--- config.mk ---
export PLATFORM = sky130hd
export DESIGN_NAME = branch_adder
export DESIGN_NICKNAME = d
export VERILOG_FILES = /design/src/rtl/branch_adder_pkg.sv /design/src/rtl/branch_adder_core.sv /design/src/rtl/branch_adder.sv
export SDC_FILE = /design/constraint.sdc
export NUM_CORES = 1
export LEC_CHECK = 0
export ABC_AREA = 1
export CAP_MARGIN = 20
export CELL_PAD_IN_SITES_DETAIL_PLACEMENT = 1
export CELL_PAD_IN_SITES_GLOBAL_PLACEMENT = 1
export CORE_UTILIZATION = 25
export CTS_BUF_LIST = sky130_fd_sc_hd__clkbuf_2
export DETAILED_ROUTE_END_ITERATION = 6
export PLACE_DENSITY = 0.93
export SYNTH_ARGS = -nofsm -noshare
export SYNTH_HDL_FRONTEND = slang
export SYNTH_SLANG_ARGS = --single-unit
--- constraint.sdc ---
create_clock -name clk -period 2.4 [get_ports clk]
set_clock_uncertainty 0.2 [all_clocks]
set_input_delay 0.36 -clock clk [delete_from_list [all_inputs] [get_ports clk]]
set_output_delay 0.36 -clock clk [all_outputs]
set_load 0.05 [all_outputs]
--- src/rtl/branch_adder_pkg.sv ---
// Shared definitions for the branch-target adder.
// Default widths and the program-counter type used by the adder and its users.
package branch_adder_pkg;

   // Default program-counter and immediate widths
   localparam int unsigned PC_W_DEF  = 8;
   localparam int unsigned IMM_W_DEF = 32;

   // Program counter at the default width
   typedef logic [PC_W_DEF-1:0] pc_t;

endpackage : branch_adder_pkg

--- src/rtl/branch_adder_core.sv ---
// Combinational core of the branch-target adder.
// Adds the truncated immediate to the PC and derives the carry and the wrap flag.
module branch_adder_core
   import branch_adder_pkg::*;
#(
   parameter int unsigned PC_W = PC_W_DEF
) (
   input  logic [PC_W-1:0] i_pc,
   input  logic [PC_W-1:0] i_imm,
   input  logic            i_sign,
   output logic [PC_W-1:0] o_sum,
   output logic            o_carry,
   output logic            o_wrap
);

   logic [PC_W:0] w_full;

   // Modular add plus carry; wrap is a carry that disagrees with the offset's sign
   always_comb begin
      w_full  = {1'b0, i_pc} + {1'b0, i_imm};
      o_sum   = w_full[PC_W-1:0];
      o_carry = w_full[PC_W];
      o_wrap  = (o_carry & ~i_sign) | (~o_carry & i_sign);
   end

endmodule : branch_adder_core

--- src/rtl/branch_adder.sv ---
// Registered branch-target adder for the fetch stage.
// Target = (PC + low PC_W bits of the immediate) mod 2^PC_W, one cycle after capture.
// Optional feature: define BRANCH_ADDER_RANGE_CHECK_EN to build the range_err check;
// otherwise range_err is tied low and no range logic exists.
module branch_adder
   import branch_adder_pkg::*;
#(
   parameter int unsigned PC_W  = PC_W_DEF,
   parameter int unsigned IMM_W = IMM_W_DEF
) (
   input  logic             clk,
   input  logic             rst_n,
   input  logic             in_valid,
   input  logic [PC_W-1:0]  PC,
   input  logic [IMM_W-1:0] signExtImm,
   output logic [PC_W-1:0]  addResult,
   output logic             out_valid,
   output logic             wrap,
   output logic             range_err
);

   logic [PC_W-1:0] w_sum;
   logic            w_unused_carry;
   logic            w_wrap;

   logic [PC_W-1:0] r_sum;
   logic            r_wrap;
   logic            r_valid;

   branch_adder_core #(
      .PC_W (PC_W)
   ) u_core (
      .i_pc    (PC),
      .i_imm   (signExtImm[PC_W-1:0]),
      .i_sign  (signExtImm[IMM_W-1]),
      .o_sum   (w_sum),
      .o_carry (w_unused_carry),
      .o_wrap  (w_wrap)
   );

   // Valid follows in_valid every cycle; cleared immediately by reset
   always_ff @(posedge clk or negedge rst_n) begin
      if (!rst_n) begin
         r_valid <= 1'b0;
      end else begin
         r_valid <= in_valid;
      end
   end

   // Result and wrap capture only on valid input, otherwise hold
   always_ff @(posedge clk or negedge rst_n) begin
      if (!rst_n) begin
         r_sum  <= '0;
         r_wrap <= 1'b0;
      end else if (in_valid) begin
         r_sum  <= w_sum;
         r_wrap <= w_wrap;
      end
   end

   assign addResult = r_sum;
   assign wrap      = r_wrap;
   assign out_valid = r_valid;

`ifdef BRANCH_ADDER_RANGE_CHECK_EN
   logic [IMM_W-PC_W:0] w_imm_hi;
   logic                w_range_err;
   logic                r_range_err;

   // Upper bits including the PC_W sign position must all match for the offset to fit
   always_comb begin
      w_imm_hi    = signExtImm[IMM_W-1:PC_W-1];
      w_range_err = ~((&w_imm_hi) | ~(|w_imm_hi));
   end

   // Range flag captured alongside the result
   always_ff @(posedge clk or negedge rst_n) begin
      if (!rst_n) begin
         r_range_err <= 1'b0;
      end else if (in_valid) begin
         r_range_err <= w_range_err;
      end
   end

   assign range_err = r_range_err;
`else
   // Upper immediate bits only matter to the range check
   logic w_unused_imm_hi;
   assign w_unused_imm_hi = ^signExtImm[IMM_W-1:PC_W-1];
   assign range_err       = 1'b0;
`endif

endmodule : branch_adder

==> impl_metrics.toml, run 1 <==
[routing]
num_vias = 777
antenna_left = 0
routed_wirelength_um = 1870
wl_met3_um = 109
wl_per_cell_um = 10.9
top_layer = "met4"
met1_length_um = 717
wl_met2_um = 1020
first_iter_violations = 27
via_per_inst = 4.54
first_pass_iters = 6
drc_errors = 3

[cts]
cts_resized = 0
cts_hold_repair.buffers = 0
htree_num_levels = 1
clock-sinks = 10
clk_latency_ns = 0.26
cts_tree = "built"
ctsRootBufferMaster = "clkbuf_2"
cts_inserted_buffers = 3
clk_path_buf_depth = 2
cts_setup_buffers = 0
cts.clk_slew.worst_paths_ns = 0.10

[synthesis]
async_flop_share_pct = 100
ys_warn_count = 0
netlist_area_um2 = 774
ys_seq_area_share_pct = 32.3
synth_top_cells_by_count = "42 x nand2_1, 16 x inv_1, 10 x dfrtp_1"
synth_top_area_cell = "dfrtp_1"
yosysUniqueCellTypes = 20
synthFlopType = "dfrtp_1"
synth_nets = 162
synthCells = 110
synth_edf_count = 0
synth-seq-cells = 10
synth_top_area_share_pct = 32.3
synth.most_common_cell = "nand2_1"
avgSynthCellArea_um2 = 7.04
synth.area.top_cells = "dfrtp_1 32%, nand2_1 20%, ha_1 13%"

[critical_path]
regToRegStartpoint = "addResult[2]"
start_kind = "input port"
worstSetupPathType = "in -> reg"
cp.required_ns = 2.36
crit_end = "wrap"
crit_fanout = 3
cp-startpoint = "PC[0]"
critical_path_arrival_ns = 2.02
rrSetupSlack_ns = 1.55
endpoint_kind = "register"
r2r-end = "addResult[2]"
ff2ff_path_depth = 2

[pwr]
max-vdd-ir-drop_uv = 139
powerDensity_nw_per_um2 = 543
leakagePower_nw = 0.573

[floorplan]
dieArea_um2 = 3320
fp.dieH_um = 57.7
die_w_um = 57.7
pin_count = 54
rows = 19
core_um2 = 2850
initial_core_util_pct = 27.1

[layout]
n_antenna_cell = 0
drive_gt1_share_pct = 4.29
register_area_um2 = 250
final_util_pct = 38.5
area_growth_syn_to_layout_pct = 41.8
multiInputGateArea_um2 = 440
fillers = 373
final_nets = 193

[outcome]
violations = "design-rule violations"
run_status = "complete, but fails checks"

[grt]
grt_start_max_net_pins = 12
grt_antenna_before_repair = 0
gr-total-overflow = 0
grt_first_pass_wirelength_um = 3150
grt_pass1_vias = 792
grt_usage_pct = 12.6

[timing]
finalSetupViolations = 0
fmax_ghz = 0.486
fin_setup_tns_ns = 0
fin_crit_sh_pct = 85.7
rsz0062_at_grt = "false"
period_needed_ns = 2.06
worst_slew_pin_slew_ns = 0.504
slew_viol_final = 0
hold_violations = 0
slew_headroom_pct = 66.3

[placed_design]
dp_hpwl_um = 1670
place.gp.congestion = 0.741
portBuffers = 29

[min_path]
hold_class = "in -> async"

[job]
drv_cap = 0
## worst min-delay path by stage
stage,start,to,slack [ns]
after floorplan,rst_n,addResult[0],-0.14
after global placement,addResult[0],addResult[0],0.26
after detailed placement,addResult[0],addResult[0],0.28
after CTS,rst_n,addResult[5],0.20
after global routing,rst_n,addResult[5],0.21
final,rst_n,addResult[5],0.19
## routing by layer
metal,global-route usage (%),up-vias
met3,2.01,2
li1,-,398
met5,0,-
met2,24.9,21
met4,7.14,0
met1,12.3,356
## cells by family after synthesis
family	share of synthesized area, %
other	0.484
adders and majority gates	15.5
buffers and inverters	10.8
AOI/OAI and AO/OA	3.88
xor gates and xnor gates	1.13
DFF	32.3
and+or+nand+nor	35.9
## stage by stage
stage               cells  hold slack, ns  power [mW]  cell area, µm²  setup WS (ns)
floorplan             110          -0.136       0.398             774          0.703
global placement      167           0.256       0.494            1080         0.0965
detailed placement    167           0.284       0.507            1080         0.0579
CTS                   171           0.197       0.604            1100          0.341
global route          171           0.209       0.635            1100          0.181
finish                171           0.188       0.596            1100          0.344
## worst max-delay path, stage by stage
cell	delay (ns)
clkdlybuf4s50_1	0.46
ha_1	0.17
inv_1	0.06
fa_1	0.35
inv_1	0.08
nand2_1	0.07
nand2_1	0.11
nand3_1	0.11
nand2_1	0.08
nand2_1	0.05
nand3_1	0.06
nand2_1	0.06
## layout by cell type, fill, tap and decap left out
master,n
or2_1,1
clkdlybuf4s50_1,29
nand2_2,1
xor2_1,1
nand3b_1,3
or2_4,1
a21oi_1,2
clkbuf_2,3
nand3_1,9
ha_1,8
clkinv_1,1
conb_1,1
inv_1,16
and2_4,1
fa_1,1
o21ai_1,3
nand2_1,42
o21ai_0,1
dfrtp_1,10
nor2_1,6
## area by class of cell
cell class | instances | area share [%]
sequential | 10 | 22.8
multi-input combinational | 81 | 40.1
inverter | 16 | 5.47
clock buffer | 3 | 1.37
tap | 31 | 3.53
clock inverter | 1 | 0.342
timing repair buffer | 29 | 26.4
## where the power goes
group | leakage (nW) | switching (mW) | internal [mW]
clock | 0.0140 | 0.0599 | 0.0362
sequential | 0.120 | 0.0133 | 0.193
combinational | 0.439 | 0.180 | 0.114
total | 0.573 | 0.253 | 0.343
## sequential cells by signal, summed over array words and instances (netlist names)
register and flops:
wrap 1, addResult 8, out_valid 1
(Power assumes the default switching activity.)
==> run 2: changes to the inputs <==
--- a/config.mk
+++ b/config.mk
@@ -6,6 +6,7 @@
 export NUM_CORES = 1
 export LEC_CHECK = 0
 export ABC_AREA = 1
+export ABC_CLOCK_PERIOD_IN_PS = 2400
 export CAP_MARGIN = 20
 export CELL_PAD_IN_SITES_DETAIL_PLACEMENT = 1
 export CELL_PAD_IN_SITES_GLOBAL_PLACEMENT = 1
@@ -13,6 +14,7 @@
 export CTS_BUF_LIST = sky130_fd_sc_hd__clkbuf_2
 export DETAILED_ROUTE_END_ITERATION = 6
 export PLACE_DENSITY = 0.93
+export SKIP_LAST_GASP = 1
 export SYNTH_ARGS = -nofsm -noshare
 export SYNTH_HDL_FRONTEND = slang
 export SYNTH_SLANG_ARGS = --single-unit
==> results of run 2 <==
Final layout, timing and power as in run 1 (identical DEF).
